==> config.mk <==
export PLATFORM = sky130hd
export DESIGN_NAME = unsigned_sequential_divider
export DESIGN_NICKNAME = d
export VERILOG_FILES = /design/src/rtl/arith_pkg.sv /design/src/rtl/eight_bit_carry_ripple_adder.sv /design/src/rtl/restoring_div_step.sv /design/src/rtl/unsigned_sequential_divider.sv
export SDC_FILE = /design/constraint.sdc
export NUM_CORES = 1
export LEC_CHECK = 0
export ABC_AREA = 1
export CAP_MARGIN = 30
export CELL_PAD_IN_SITES_DETAIL_PLACEMENT = 1
export CELL_PAD_IN_SITES_GLOBAL_PLACEMENT = 1
export CORE_AREA = 2 2 81 83
export CTS_CLUSTER_SIZE = 16
export DETAILED_ROUTE_END_ITERATION = 7
export DIE_AREA = 0 0 83 85
export GPL_TIMING_DRIVEN = 0
export HOLD_SLACK_MARGIN = 0.06
export PLACE_DENSITY = 0.9
export SYNTH_ARGS = -nofsm -noshare
export SYNTH_HDL_FRONTEND = slang
export SYNTH_SLANG_ARGS = --single-unit
==> constraint.sdc <==
create_clock -name clk -period 5.55 [get_ports clk]
set_input_delay 0.8325 -clock clk [delete_from_list [all_inputs] [get_ports clk]]
set_output_delay 0.8325 -clock clk [all_outputs]
set_load 0.02 [all_outputs]
==> src/rtl/arith_pkg.sv <==
// Shared arithmetic datapath definitions.
// Default operand widths and the divider FSM state encoding.
package arith_pkg;

    localparam int DVD_W_DEF = 16;
    localparam int DVS_W_DEF = 8;

    typedef enum logic [1:0] {
        IDLE = 2'd0,
        CALC = 2'd1,
        DONE = 2'd2
    } div_state_e;

endpackage

==> src/rtl/eight_bit_carry_ripple_adder.sv <==
// Eight-bit carry-ripple adder.
// The basic add cell reused by the arithmetic datapath.
module eight_bit_carry_ripple_adder (
    input  logic [7:0] a,
    input  logic [7:0] b,
    input  logic       cin,
    output logic [7:0] sum,
    output logic       cout
);

    logic carry;

    always_comb begin
        sum   = '0;
        carry = cin;
        for (int i = 0; i < 8; i++) begin
            sum[i] = a[i] ^ b[i] ^ carry;
            carry  = (a[i] & b[i]) | (carry & (a[i] ^ b[i]));
        end
        cout = carry;
    end

endmodule

==> src/rtl/restoring_div_step.sv <==
// One restoring-division iteration.
// Shifts the next dividend bit into the remainder, trial-subtracts the divisor and keeps or restores.
module restoring_div_step #(
    parameter int W = 8
) (
    input  logic [W-1:0] rem,
    input  logic         next_bit,
    input  logic [W-1:0] divisor,
    output logic [W-1:0] rem_out,
    output logic         q_bit
);

    localparam int NB = (W + 7) / 8;
    localparam int PW = NB * 8;

    logic [W-1:0]  r_lo;
    logic [PW-1:0] a_pad;
    logic [PW-1:0] b_pad;
    logic [PW-1:0] sum_pad;
    logic [NB:0]   c;
    logic          no_borrow;

    assign r_lo  = {rem[W-2:0], next_bit};
    assign a_pad = PW'(r_lo);
    // Padding ones in b keep the final carry equal to the carry out of bit W-1.
    assign b_pad = ~PW'(divisor);
    assign c[0]  = 1'b1;

    for (genvar g = 0; g < NB; g++) begin : g_add
        eight_bit_carry_ripple_adder u_add (
            .a   (a_pad[g*8 +: 8]),
            .b   (b_pad[g*8 +: 8]),
            .cin (c[g]),
            .sum (sum_pad[g*8 +: 8]),
            .cout(c[g+1])
        );
    end

    assign no_borrow = rem[W-1] | c[NB];
    assign rem_out   = no_borrow ? sum_pad[W-1:0] : r_lo;
    assign q_bit     = no_borrow;

endmodule

==> src/rtl/unsigned_sequential_divider.sv <==
// Iterative restoring divider, one quotient bit per clock.
// Valid/ready request and result channels around a three-state FSM.
module unsigned_sequential_divider
    import arith_pkg::*;
#(
    parameter int DVD_W = DVD_W_DEF,
    parameter int DVS_W = DVS_W_DEF
) (
    input  logic             clk,
    input  logic             rst_n,
    input  logic             in_valid,
    output logic             in_ready,
    input  logic [DVD_W-1:0] dividend,
    input  logic [DVS_W-1:0] divisor,
    output logic             out_valid,
    input  logic             out_ready,
    output logic [DVD_W-1:0] quotient,
    output logic [DVS_W-1:0] remainder,
    output logic             div_by_zero
);

    localparam int CNT_W = (DVD_W > 1) ? $clog2(DVD_W) : 1;

    div_state_e       state_q, state_d;
    logic [CNT_W-1:0] cnt_q, cnt_d;
    logic [DVS_W-1:0] dvs_q, dvs_d;
    logic [DVD_W-1:0] qr_q, qr_d;
    logic [DVS_W-1:0] rem_q, rem_d;
    logic             dbz_q, dbz_d;

    logic [DVS_W-1:0] step_rem;
    logic             step_q;

    restoring_div_step #(.W(DVS_W)) u_step (
        .rem     (rem_q),
        .next_bit(qr_q[DVD_W-1]),
        .divisor (dvs_q),
        .rem_out (step_rem),
        .q_bit   (step_q)
    );

    always_comb begin
        state_d = state_q;
        cnt_d   = cnt_q;
        dvs_d   = dvs_q;
        qr_d    = qr_q;
        rem_d   = rem_q;
        dbz_d   = dbz_q;
        unique case (state_q)
            IDLE: begin
                if (in_valid) begin
                    dvs_d = divisor;
                    if (divisor != '0) begin
                        qr_d    = dividend;
                        rem_d   = '0;
                        dbz_d   = 1'b0;
                        cnt_d   = CNT_W'(DVD_W - 1);
                        state_d = CALC;
                    end else begin
                        qr_d    = '1;
                        rem_d   = dividend[DVS_W-1:0];
                        dbz_d   = 1'b1;
                        state_d = DONE;
                    end
                end
            end
            CALC: begin
                qr_d  = {qr_q[DVD_W-2:0], step_q};
                rem_d = step_rem;
                cnt_d = cnt_q - CNT_W'(1);
                if (cnt_q == '0) begin
                    state_d = DONE;
                end
            end
            DONE: begin
                if (out_ready) begin
                    state_d = IDLE;
                end
            end
            default: state_d = IDLE;
        endcase
    end

    always_ff @(posedge clk or negedge rst_n) begin
        if (!rst_n) begin
            state_q <= IDLE;
            cnt_q   <= '0;
            dvs_q   <= '0;
            qr_q    <= '0;
            rem_q   <= '0;
            dbz_q   <= 1'b0;
        end else begin
            state_q <= state_d;
            cnt_q   <= cnt_d;
            dvs_q   <= dvs_d;
            qr_q    <= qr_d;
            rem_q   <= rem_d;
            dbz_q   <= dbz_d;
        end
    end

    assign in_ready    = (state_q == IDLE);
    assign out_valid   = (state_q == DONE);
    assign quotient    = qr_q;
    assign remainder   = rem_q;
    assign div_by_zero = dbz_q;

endmodule
[After elaboration in Yosys (flattened, before gate mapping)]
Cells that the tools add are included.
Word-level totals
  register bits: 39
  bits of input ports: 28
  logic and storage cells: 78
Operators by class
  add/sub/neg operators: 1
  eq/ne operators: 6
  mux-type cells: 16
  bitwise logic cells: 41
  reductions and logical operators: 8
Operators by type and width (count)
  2-to-1 mux 16 bit: 2
  case mux 16 bit (2 select lines): 1
  2-to-1 mux 8 bit: 3
  case mux 8 bit (2 select lines): 1
  bitwise AND 1 bit: 15
  bitwise XOR 1 bit: 15
  bitwise OR 1 bit: 9
  2-to-1 mux 2 bit: 4
  2-to-1 mux 4 bit: 2
  NOT 8 bit: 1
  case mux 4 bit (2 select lines): 1
  nonzero test 8 bit: 1
  case mux 2 bit (3 select lines): 1
  AND reduction 3 bit: 2
  zero test 4 bit: 1
  inequality test 2 x 1 -> 1 bit (second input constant): 2
  inequality test 2 bit (second input constant): 2
  AND reduction 2 bit: 2
  subtractor 4 x 1 -> 4 bit (second input constant): 1
  equality test 2 x 1 -> 1 bit (second input constant): 1
  equality test 2 bit (second input constant): 1
  zero test 2 bit: 1
  nonzero test 2 bit: 1
  2-to-1 mux 1 bit: 1
  NOT 1 bit: 1

[Logic depth before layout (Yosys ltp)]
Gate-level depths: netlist of run 1.
  word-level depth: 20
  depth in mapped cells: 20
  mapped depth without buffers: 20

[Cells and area by module]
From an unflattened synthesis of run 1, not the netlist that was laid out.
Second synthesis, totals
  cell total of the unflattened synthesis: 286
  area total of the unflattened synthesis: 2324.7 um^2
By module, submodules not included
  unsigned_sequential_divider: instances 1, cells an instance 231, area an instance 1950.6 um^2, sequential area each 975.9 um^2
  eight_bit_carry_ripple_adder: instances 1, cells an instance 18, area an instance 197.7 um^2, sequential area each 0.0 um^2
  restoring_div_step: instances 1, cells an instance 37, area an instance 176.4 um^2, sequential area each 0.0 um^2

[Least setup slack after synthesis of run 1]
No wires, ideal clock.
  path type: reg2reg
  start point: register rem_q[0], in the netlist remainder[0]
  end point: register rem_q[7], in the netlist remainder[7]
  library setup time: 0.116 ns
  data arrival time: 3.432 ns
  path slack: 2.002 ns
  stages on the path, launching flop included: 18
  path buffers: 0
  period minus slack after synthesis: 3.548 ns
  cell sequence: dfrtp_1 > inv_1 > fa_1 > fa_1 > fa_1 > fa_1 > inv_1 > fa_1 > inv_1 > fa_1 > inv_1 > fa_1 > nand2_1 > nand2_1 > nand2_1 > nand2_1 > nand2_1 > nand2_1
On the way
  longest elaborated chain between the ends: 18
  elaborated cells between the ends (all ways): 20
  those cells by class: mux (2); bitwise (18)
Ends and longest elaborated chain
  from (decl): line unsigned_sequential_divider.sv:28  | logic [DVS_W-1:0] rem_q, rem_d;
  from (signal assigned): line unsigned_sequential_divider.sv:97  | rem_q <= rem_d;
  bitwise XOR 1 bit: line eight_bit_carry_ripple_adder.sv:18  | carry = (a[i] & b[i]) | (carry & (a[i] ^ b[i]));
  bitwise AND 1 bit: line eight_bit_carry_ripple_adder.sv:18
  bitwise OR 1 bit *: line eight_bit_carry_ripple_adder.sv:18
  bitwise AND 1 bit *: line eight_bit_carry_ripple_adder.sv:18
  bitwise OR 1 bit *: line eight_bit_carry_ripple_adder.sv:18
  bitwise AND 1 bit *: line eight_bit_carry_ripple_adder.sv:18
  bitwise OR 1 bit *: line eight_bit_carry_ripple_adder.sv:18
  bitwise AND 1 bit *: line eight_bit_carry_ripple_adder.sv:18
  (+2 left out)
  bitwise OR 1 bit *: line eight_bit_carry_ripple_adder.sv:18
  bitwise AND 1 bit *: line eight_bit_carry_ripple_adder.sv:18
  bitwise OR 1 bit *: line eight_bit_carry_ripple_adder.sv:18
  bitwise AND 1 bit: line eight_bit_carry_ripple_adder.sv:18
  bitwise OR 1 bit: line eight_bit_carry_ripple_adder.sv:18
  bitwise OR 1 bit: line restoring_div_step.sv:39  | assign no_borrow = rem[W-1] | c[NB];
  2-to-1 mux 8 bit *: line restoring_div_step.sv:40  | assign rem_out = no_borrow ? sum_pad[W-1:0] : r_lo;
  case mux 8 bit (2 select lines) *: line unsigned_sequential_divider.sv:49  | unique case (state_q)
Every way passes the cells marked *; elsewhere a longest branch is shown, timed or not.
A chain may end at the register's enable or synchronous reset.

[Worst setup path in the final report of run 1]
  start point: register qr_q[15], in the netlist quotient[15]
  end point: register rem_q[5], in the netlist remainder[5]
On the way
  longest elaborated chain between the ends: 19
  elaborated cells between the ends (all ways): 21
  those cells by class: mux (2); bitwise (19)
Ends and longest elaborated chain
  from (decl): line unsigned_sequential_divider.sv:27  | logic [DVD_W-1:0] qr_q, qr_d;
  from (signal assigned): line unsigned_sequential_divider.sv:96  | qr_q <= qr_d;
  bitwise AND 1 bit / bitwise XOR 1 bit (equally long branches): line eight_bit_carry_ripple_adder.sv:18
  bitwise OR 1 bit *: line eight_bit_carry_ripple_adder.sv:18
  bitwise AND 1 bit *: line eight_bit_carry_ripple_adder.sv:18
  bitwise OR 1 bit *: line eight_bit_carry_ripple_adder.sv:18
  bitwise AND 1 bit *: line eight_bit_carry_ripple_adder.sv:18
  bitwise OR 1 bit *: line eight_bit_carry_ripple_adder.sv:18
  bitwise AND 1 bit *: line eight_bit_carry_ripple_adder.sv:18
  bitwise OR 1 bit *: line eight_bit_carry_ripple_adder.sv:18
  (+3 left out)
  bitwise OR 1 bit: line eight_bit_carry_ripple_adder.sv:18
  bitwise AND 1 bit: line eight_bit_carry_ripple_adder.sv:18
  bitwise OR 1 bit: line eight_bit_carry_ripple_adder.sv:18
  bitwise AND 1 bit: line eight_bit_carry_ripple_adder.sv:18
  bitwise OR 1 bit: line eight_bit_carry_ripple_adder.sv:18
  bitwise OR 1 bit: line restoring_div_step.sv:39
  2-to-1 mux 8 bit *: line restoring_div_step.sv:40
  case mux 8 bit (2 select lines) *: line unsigned_sequential_divider.sv:49
Marks and branches as above.

==> results.md, run 1 <==
- First-pass GRT wire length: 11300 µm
- Cell Pwr Density: 610 mW/mm²
- Most frequent CP cell: fa_1
- Top-area cell type share of the netlist area: 0.416
- DR WL/cell: about 15 µm
- DRT iter0 DRCs: 93
- Critical R2R Capture: remainder[5]$_DFFE_PN0P_
- Cts bufs inserted: 5
- GPL Wtd Cong: around 0.81
- Post-Syn Area: roughly 0.0023 mm²
- Status: finished clean
- RSZ-0062 raised after global routing: false
- Routed wire length: approximately 6600 µm
- Crit share post-route: 0.741
- Switching power share of the total: 0.461
- Post-CTS Hold Fix Bufs: 0
- Post-synth cell types: 24
- Initial antenna violation count: 0
- # Post-CTS Setup Buffers: 0
- Crit path max-delay family: adder cells
- GRT overflow: 0
- H-Tree Level Count: 2
- Reg-to-Reg Start: quotient[15]$_DFFE_PN0P_
- Hold depth: 2
- CTS tree: built
- Internal power: about 1.0 mW
- R2r setup slk: between 1 and 1.5 ns
- Nets@finish: 410
- Area Growth Syn to Fin: 32.6%
- Synthesis warning total: 0
- Most frequent cells in the layout: nand2_1 (137), clkdlybuf4s50_1 (53), dfrtp_1 (39), inv_1 (33), nor2_1 (24)
- HPWL after DPL: a little under 5000 µm
- Slew @ Worst Pin: between 0.8 and 0.9 ns
- Syn Nets: 349
- Worst Clk Skew: 0.0117 ns
- Clock group share of total power: 0.150
- CTS Root Cell: clkbuf_8
- Drt via density: approximately 5.0
- Filler cells: just under 800
- Net Switching: just under 900 µW
- Die Width: between 80 and 90 µm
- Die area: slightly above 0.007 mm²
- Average size of a mapped cell: 7.51 µm²
- Final setup fails: 0
- Worst-path maximum fanout: 10
- Final Non-Filler Cells: between 400 and 500
- Overall global routing resource usage: 0.199
- Max clock buf depth: 2
- CP Launch Type: flop
- Layout cells sized above 1: 0.0936
- Seq cells post-synth: 39
- R2R depth: 20
- Placed Area: 0.00298 mm²
- Pre-antenna DRT Iters: 4
- Tmin final: roughly 4.1 ns
- Endpoints failing hold: 0
- Total vias in the final route: roughly 2300
- CP Buf/Inv Count: 5
- Leak: 1.63 nW
- Number of max-cap violations: 0
- Commonest non-fill, non-tap cell in the layout: nand2_1
- CTS Sinks: 39
- Io pins: 55
- DRT antenna net count: 0
- Setup_tns: 0 ns
- Critical path class: reg2reg
- ANT cells: 0
- CP Capture Type: flop
- Arr. time, crit path: around 4.4 ns
- Fin area: just over 0.003 mm²
- Hold_sp: div_by_zero$_DFFE_PN0P_
- Core Area: about 0.0062 mm²
- Mapped Cells: 312
- Synth top area cells: dfrtp_1 (42%), nand2_1 (22%), fa_1 (6.0%)
- Worst path slowest cell: dfrtp_1
- Seq/Total Area, Yosys: 0.416
- CP max stage delay: about 0.40 ns
- Final Slew Violations: 0
- Vias in the first global route: roughly 2400
- Peak supply drop: about 240 µV
- Normalized max-slew margin: 0.412
- Worst hold path type: reg2reg
- FP Rows: 29
- Yosys top cell by area: dfrtp_1
- Reg clk slew, reported paths: around 0.08 ns
- Die height: between 80 and 90 µm
- Number of port buffers: 54
- Maximum clock rate: ~240 MHz
- Crit path required time: 5.79 ns
- DRC errors left: 0
- Crit-path cells: inv_1 > ha_1 > fa_1 > fa_1 > fa_1 > fa_1 > inv_1 > fa_1 > inv_1 > fa_1 > inv_1 > fa_1 > nor2_2 > inv_1 > nand2_1 > nand2_1 > nand2_1 > nand2_1 > nand2_1 > nand2_1
- Comb pwr share: 0.577
- Largest net degree at the start of global routing: 40
- WHS Endpoint: div_by_zero$_DFFE_PN0P_
- Initial Utilization: 0.378
- Placed Cells: 443
- Post-cts sizing count: 0
- Clk Latency, worst-skew pair: 0.30 ns
- Seq pwr share: 0.273
registers in the layout (all words and copies together), names as in the netlist:
name / count
cnt_q: 4
div_by_zero: 1
dvs_q: 8
quotient: 16
remainder: 8
state_q: 2
synth_stat cells:
master,count
buf_8,1
nor2_1,24
o22ai_1,1
a21oi_1,9
dfrtp_1,39
o21ai_0,3
nand2_2,1
nand4_1,8
fa_1,7
nand3_1,14
nor2_2,2
ha_1,2
inv_1,33
nand2_4,3
buf_2,1
buf_6,3
nor2_8,2
inv_6,2
nand2_1,137
o21ai_1,8
a21oi_2,2
buf_4,5
inv_2,3
o21ai_2,2
worst max path at each step:
stage / from / to / slack (ns) / depth (start not counted)
global placement: quotient[15]$_DFFE_PN0P_ / remainder[1]$_DFFE_PN0P_ / 1.76 / 19
floorplan: remainder[0]$_DFFE_PN0P_ / remainder[7]$_DFFE_PN0P_ / 2.00 / 17
global route: quotient[15]$_DFFE_PN0P_ / remainder[5]$_DFFE_PN0P_ / 1.28 / 20
finish: quotient[15]$_DFFE_PN0P_ / remainder[5]$_DFFE_PN0P_ / 1.44 / 20
detailed placement: quotient[15]$_DFFE_PN0P_ / remainder[0]$_DFFE_PN0P_ / 1.57 / 19
CTS: quotient[15]$_DFFE_PN0P_ / remainder[5]$_DFFE_PN0P_ / 1.43 / 20
final cells by class:
cell class | instances | area (µm²) | area share
well taps | 77 | 96.3 | 0.0310
inverters | 38 | 153 | 0.0491
plain buffers | 10 | 91.3 | 0.0294
clock buffers | 6 | 72.6 | 0.0233
multi-input cells | 225 | 1120 | 0.362
clock inverters | 2 | 60.1 | 0.0193
flip-flops and latches | 39 | 976 | 0.314
repair buffers | 54 | 536 | 0.172
power by group through the flow:
stage	logic (mW)	registers, mW	clock network, mW
floorplan	0.624	0.577	0
CTS	1.10	0.518	0.286
global placement	1.01	0.515	0
detailed placement	1.08	0.522	0
global route	1.21	0.535	0.297
finish	1.09	0.518	0.284
layer usage:
| metal | GRT usage | vias up | share of wire |
|---|---|---|---|
| li1 | - | 1079 | - |
| met2 | 0.342 | 66 | 0.49 |
| met5 | 0 | - | 0 |
| met1 | 0.262 | 1103 | 0.46 |
| met3 | 0.0331 | 12 | 0.036 |
| met4 | 0.0566 | 0 | 0.018 |
metrics by stage:
| stage | worst slack (ns) | hold WS [ns] | power, mW | util |
|---|---|---|---|---|
| after global placement | 1.76 | 0.463 | 1.53 | 0.480 |
| final | 1.44 | 0.494 | 1.89 | 0.501 |
| after CTS | 1.43 | 0.507 | 1.90 | 0.501 |
| after global routing | 1.28 | 0.545 | 2.05 | 0.501 |
| after floorplan | 2.00 | 0.449 | 1.20 | - |
| after detailed placement | 1.57 | 0.476 | 1.60 | 0.480 |
cells by family (layout without fill, tap and decap cells):
family,count (synthesis),in the layout,synth area share
compound gates,25,25,0.0603
fa+ha+maj,9,9,0.0705
buf+inv,48,110,0.104
flops,39,39,0.416
simple gates,191,191,0.349
worst min-delay path: cells and delay by family, from the launching register on:
| family | cells | cell delay [ns] |
|---|---|---|
| simple gates | 2 | 0.11 |
| flops | 1 | 0.35 |
Power figures use the tool's default switching activity.
==> run 2: changes to the inputs <==
--- a/config.mk
+++ b/config.mk
@@ -9,13 +9,13 @@
 export CAP_MARGIN = 30
 export CELL_PAD_IN_SITES_DETAIL_PLACEMENT = 1
 export CELL_PAD_IN_SITES_GLOBAL_PLACEMENT = 1
-export CORE_AREA = 2 2 81 83
+export CORE_AREA = 2 2 89 91
 export CTS_CLUSTER_SIZE = 16
 export DETAILED_ROUTE_END_ITERATION = 7
-export DIE_AREA = 0 0 83 85
+export DIE_AREA = 0 0 91 93
 export GPL_TIMING_DRIVEN = 0
 export HOLD_SLACK_MARGIN = 0.06
-export PLACE_DENSITY = 0.9
+export PLACE_DENSITY = 0.8
 export SYNTH_ARGS = -nofsm -noshare
 export SYNTH_HDL_FRONTEND = slang
 export SYNTH_SLANG_ARGS = --single-unit
==> constraint.sdc (replaced) <==
create_clock -name clk -period 3.45 [get_ports clk]
set_input_delay 0.5175 -clock clk [delete_from_list [all_inputs] [get_ports clk]]
set_output_delay 0.5175 -clock clk [all_outputs]
set_load 0.02 [all_outputs]
==> run 2 against run 1 <==
The run now ends with negative setup slack left. Combinational power grew 86%. Via count shrank 0.31%. Final cell count grew 7.3%. Critical path type unchanged. Critical endpoint unchanged.
==> results.md, run 2 (synthesis results as in run 1) <==
- Status: finished, violations left
- Failing checks: negative setup slack
- Metal2 WL: 3610 µm
- Hold Slack: 0.187 ns
- GRT overflow: 0
- Clk Latency, worst-skew pair: roughly 0.29 ns
- Most frequent cells in the layout: nand2_1 (128), clkdlybuf4s50_1 (53), dfrtp_1 (38), inv_1 (28), nor2_1 (23)
- Met1 WL: about 3200 µm
- DRT antenna net count: 0
- Largest register FFs: 16
- DRT iter0 DRCs: 85
- Pre-antenna DRT Iters: 4
- Io pins: 55
- CP Launch Type: flop
- Area Growth Syn to Fin: 38.9%
- Worst-path maximum fanout: 8
- Leak: approximately 1.6 nW
- Total vias in the final route: between 2000 and 2500
- First-pass GRT wire length: 11500 µm
- Vias in the first global route: 2359
- Nets@finish: between 400 and 500
- CTS tree: built
- Max clock buf depth: 2
- RSZ-0062 raised after global routing: true
- Number of max-cap violations: 0
- HPWL after DPL: between 5000 and 6000 µm
- Endpoints failing hold: 0
- CTS Root Cell: clkbuf_8
- Layout cells sized above 1: 0.186
- Multi-input logic area: between 0.001 and 0.0015 mm²
- Peak supply drop: ~310 µV
- H-Tree Level Count: 2
- CP Capture Type: flop
- Final Non-Filler Cells: 484
- Worst Clk Skew: roughly 0.0062 ns
- Commonest non-fill, non-tap cell in the layout: nand2_1
- Die height: around 93 µm
- Uppermost routed layer: met4
- DR WL/cell: 14.6 µm
- Arr. time, crit path: around 3.8 ns
- Core Area: ~0.0075 mm²
- Met3 WL: about 190 µm
- Largest net degree at the start of global routing: 21
- Crit path required time: roughly 3.7 ns
- Final Slew Violations: 0
- GPL Wtd Cong: approximately 0.77
- Critical path class: reg2reg
- CTS Sinks: 39
- Placed Cells: between 400 and 500
- Final Worst Setup Slack: -0.0810 ns
- Slew @ Worst Pin: ~0.5 ns
- Post-route core utilization: 0.433
- Tmin final: 3.53 ns
- Placed Area: between 0.003 and 0.004 mm²
- Crit share post-route: 1.02
- Worst hold path type: in2async
- Initial Utilization: 0.311
- R2R depth: 19
- Cts bufs inserted: 5
- Drt via density: around 4.7
- Die area: around 0.0085 mm²
- Overall global routing resource usage: 0.169
- Reg clk slew, reported paths: 0.08 ns
- Seq. cell area: approximately 980 µm²
- Maximum clock rate: 283 MHz
- Fin area: roughly 0.0033 mm²
- Final setup fails: 8
- Number of port buffers: between 50 and 60
- Die Width: 91 µm
- Routed wire length: 7070 µm
- DRC errors left: 0
- Normalized max-slew margin: 0.659
- ANT cells: 0
- Filler cells: 959
- Cell Pwr Density: 972 mW/mm²
- Post-CTS Hold Fix Bufs: 0
- Initial antenna violation count: 0
- FP Rows: 32
-- run 2: changes by cell type in the layout (fill, tap and decap cells not counted), moves of 5 or more --
cell     before  now
nand2_1     137  128
nand3_1      14    9
fa_2          0    7
nand3_2       0    5
nand2_2       1   10
fa_1          7    0
inv_1        33   28
-- run 2: final timing paths --
path                                      start                       end  slack, ns
min in group clk           cnt_q[0]$_DFFE_PN0P_      cnt_q[0]$_DFFE_PN0P_       0.50
setup reg to reg           dvs_q[0]$_DFFE_PN0P_  remainder[5]$_DFFE_PN0P_      -0.08
hold / removal                            rst_n  remainder[5]$_DFFE_PN0P_       0.19
setup / recovery           dvs_q[0]$_DFFE_PN0P_  remainder[5]$_DFFE_PN0P_      -0.08
max in group asynchronous                 rst_n  remainder[0]$_DFFE_PN0P_       2.77
hold reg to reg            cnt_q[0]$_DFFE_PN0P_      cnt_q[0]$_DFFE_PN0P_       0.50
-- run 2: area by class of cell --
type / instances / area share
plain buffers: 10 / 0.0281
flip-flops and latches: 39 / 0.300
clock inverters: 1 / 0.00154
well taps: 102 / 0.0392
inverters: 38 / 0.0484
repair buffers: 61 / 0.189
clock buffers: 7 / 0.0234
multi-input cells: 226 / 0.370
-- run 2: metal layers --
layer	up-vias	track usage
met1	1109	0.227
met2	46	0.288
met3	7	0.0193
li1	1091	-
met5	-	0
met4	0	0.0530
-- run 2: stage by stage --
step / setup TNS (ns) / worst slack [ns] / total power [mW]
finish: -0.473 / -0.0810 / 3.16
global route: -1.63 / -0.248 / 3.44
CTS: -0.0607 / -0.0404 / 2.96
detailed placement: -2.87 / -0.381 / 2.55
global placement: -2.56 / -0.346 / 2.49
floorplan: 0 / 0.0233 / 1.94
-- run 2: power by group --
| group | total (mW) | internal (mW) | switching [mW] |
|---|---|---|---|
| clock | 0.303 | 0.142 | 0.161 |
| combinational | 2.03 | 0.841 | 1.19 |
| sequential | 0.832 | 0.656 | 0.176 |
-- run 2: repair_timing --
action	4_1_cts	5_1_grt
buffers inserted	3	3
cloned	1	0
gates resized for setup	11	20
endpoints found under the setup margin	9	9
pin swaps	1	15
-- run 2: worst max-delay path, stage by stage (launching register included) --
cell      delay, ns
dfrtp_1        0.39
ha_2           0.19
fa_2           0.34
fa_2           0.35
fa_2           0.36
fa_2           0.35
inv_2          0.07
fa_2           0.19
inv_2          0.04
fa_2           0.33
inv_2          0.06
fa_2           0.24
nor2_4         0.08
clkinv_4       0.11
nand2_2        0.06
nand2_2        0.06
nand2_1        0.06
nand2_1        0.07
nand2_1        0.05
nand2_1        0.06
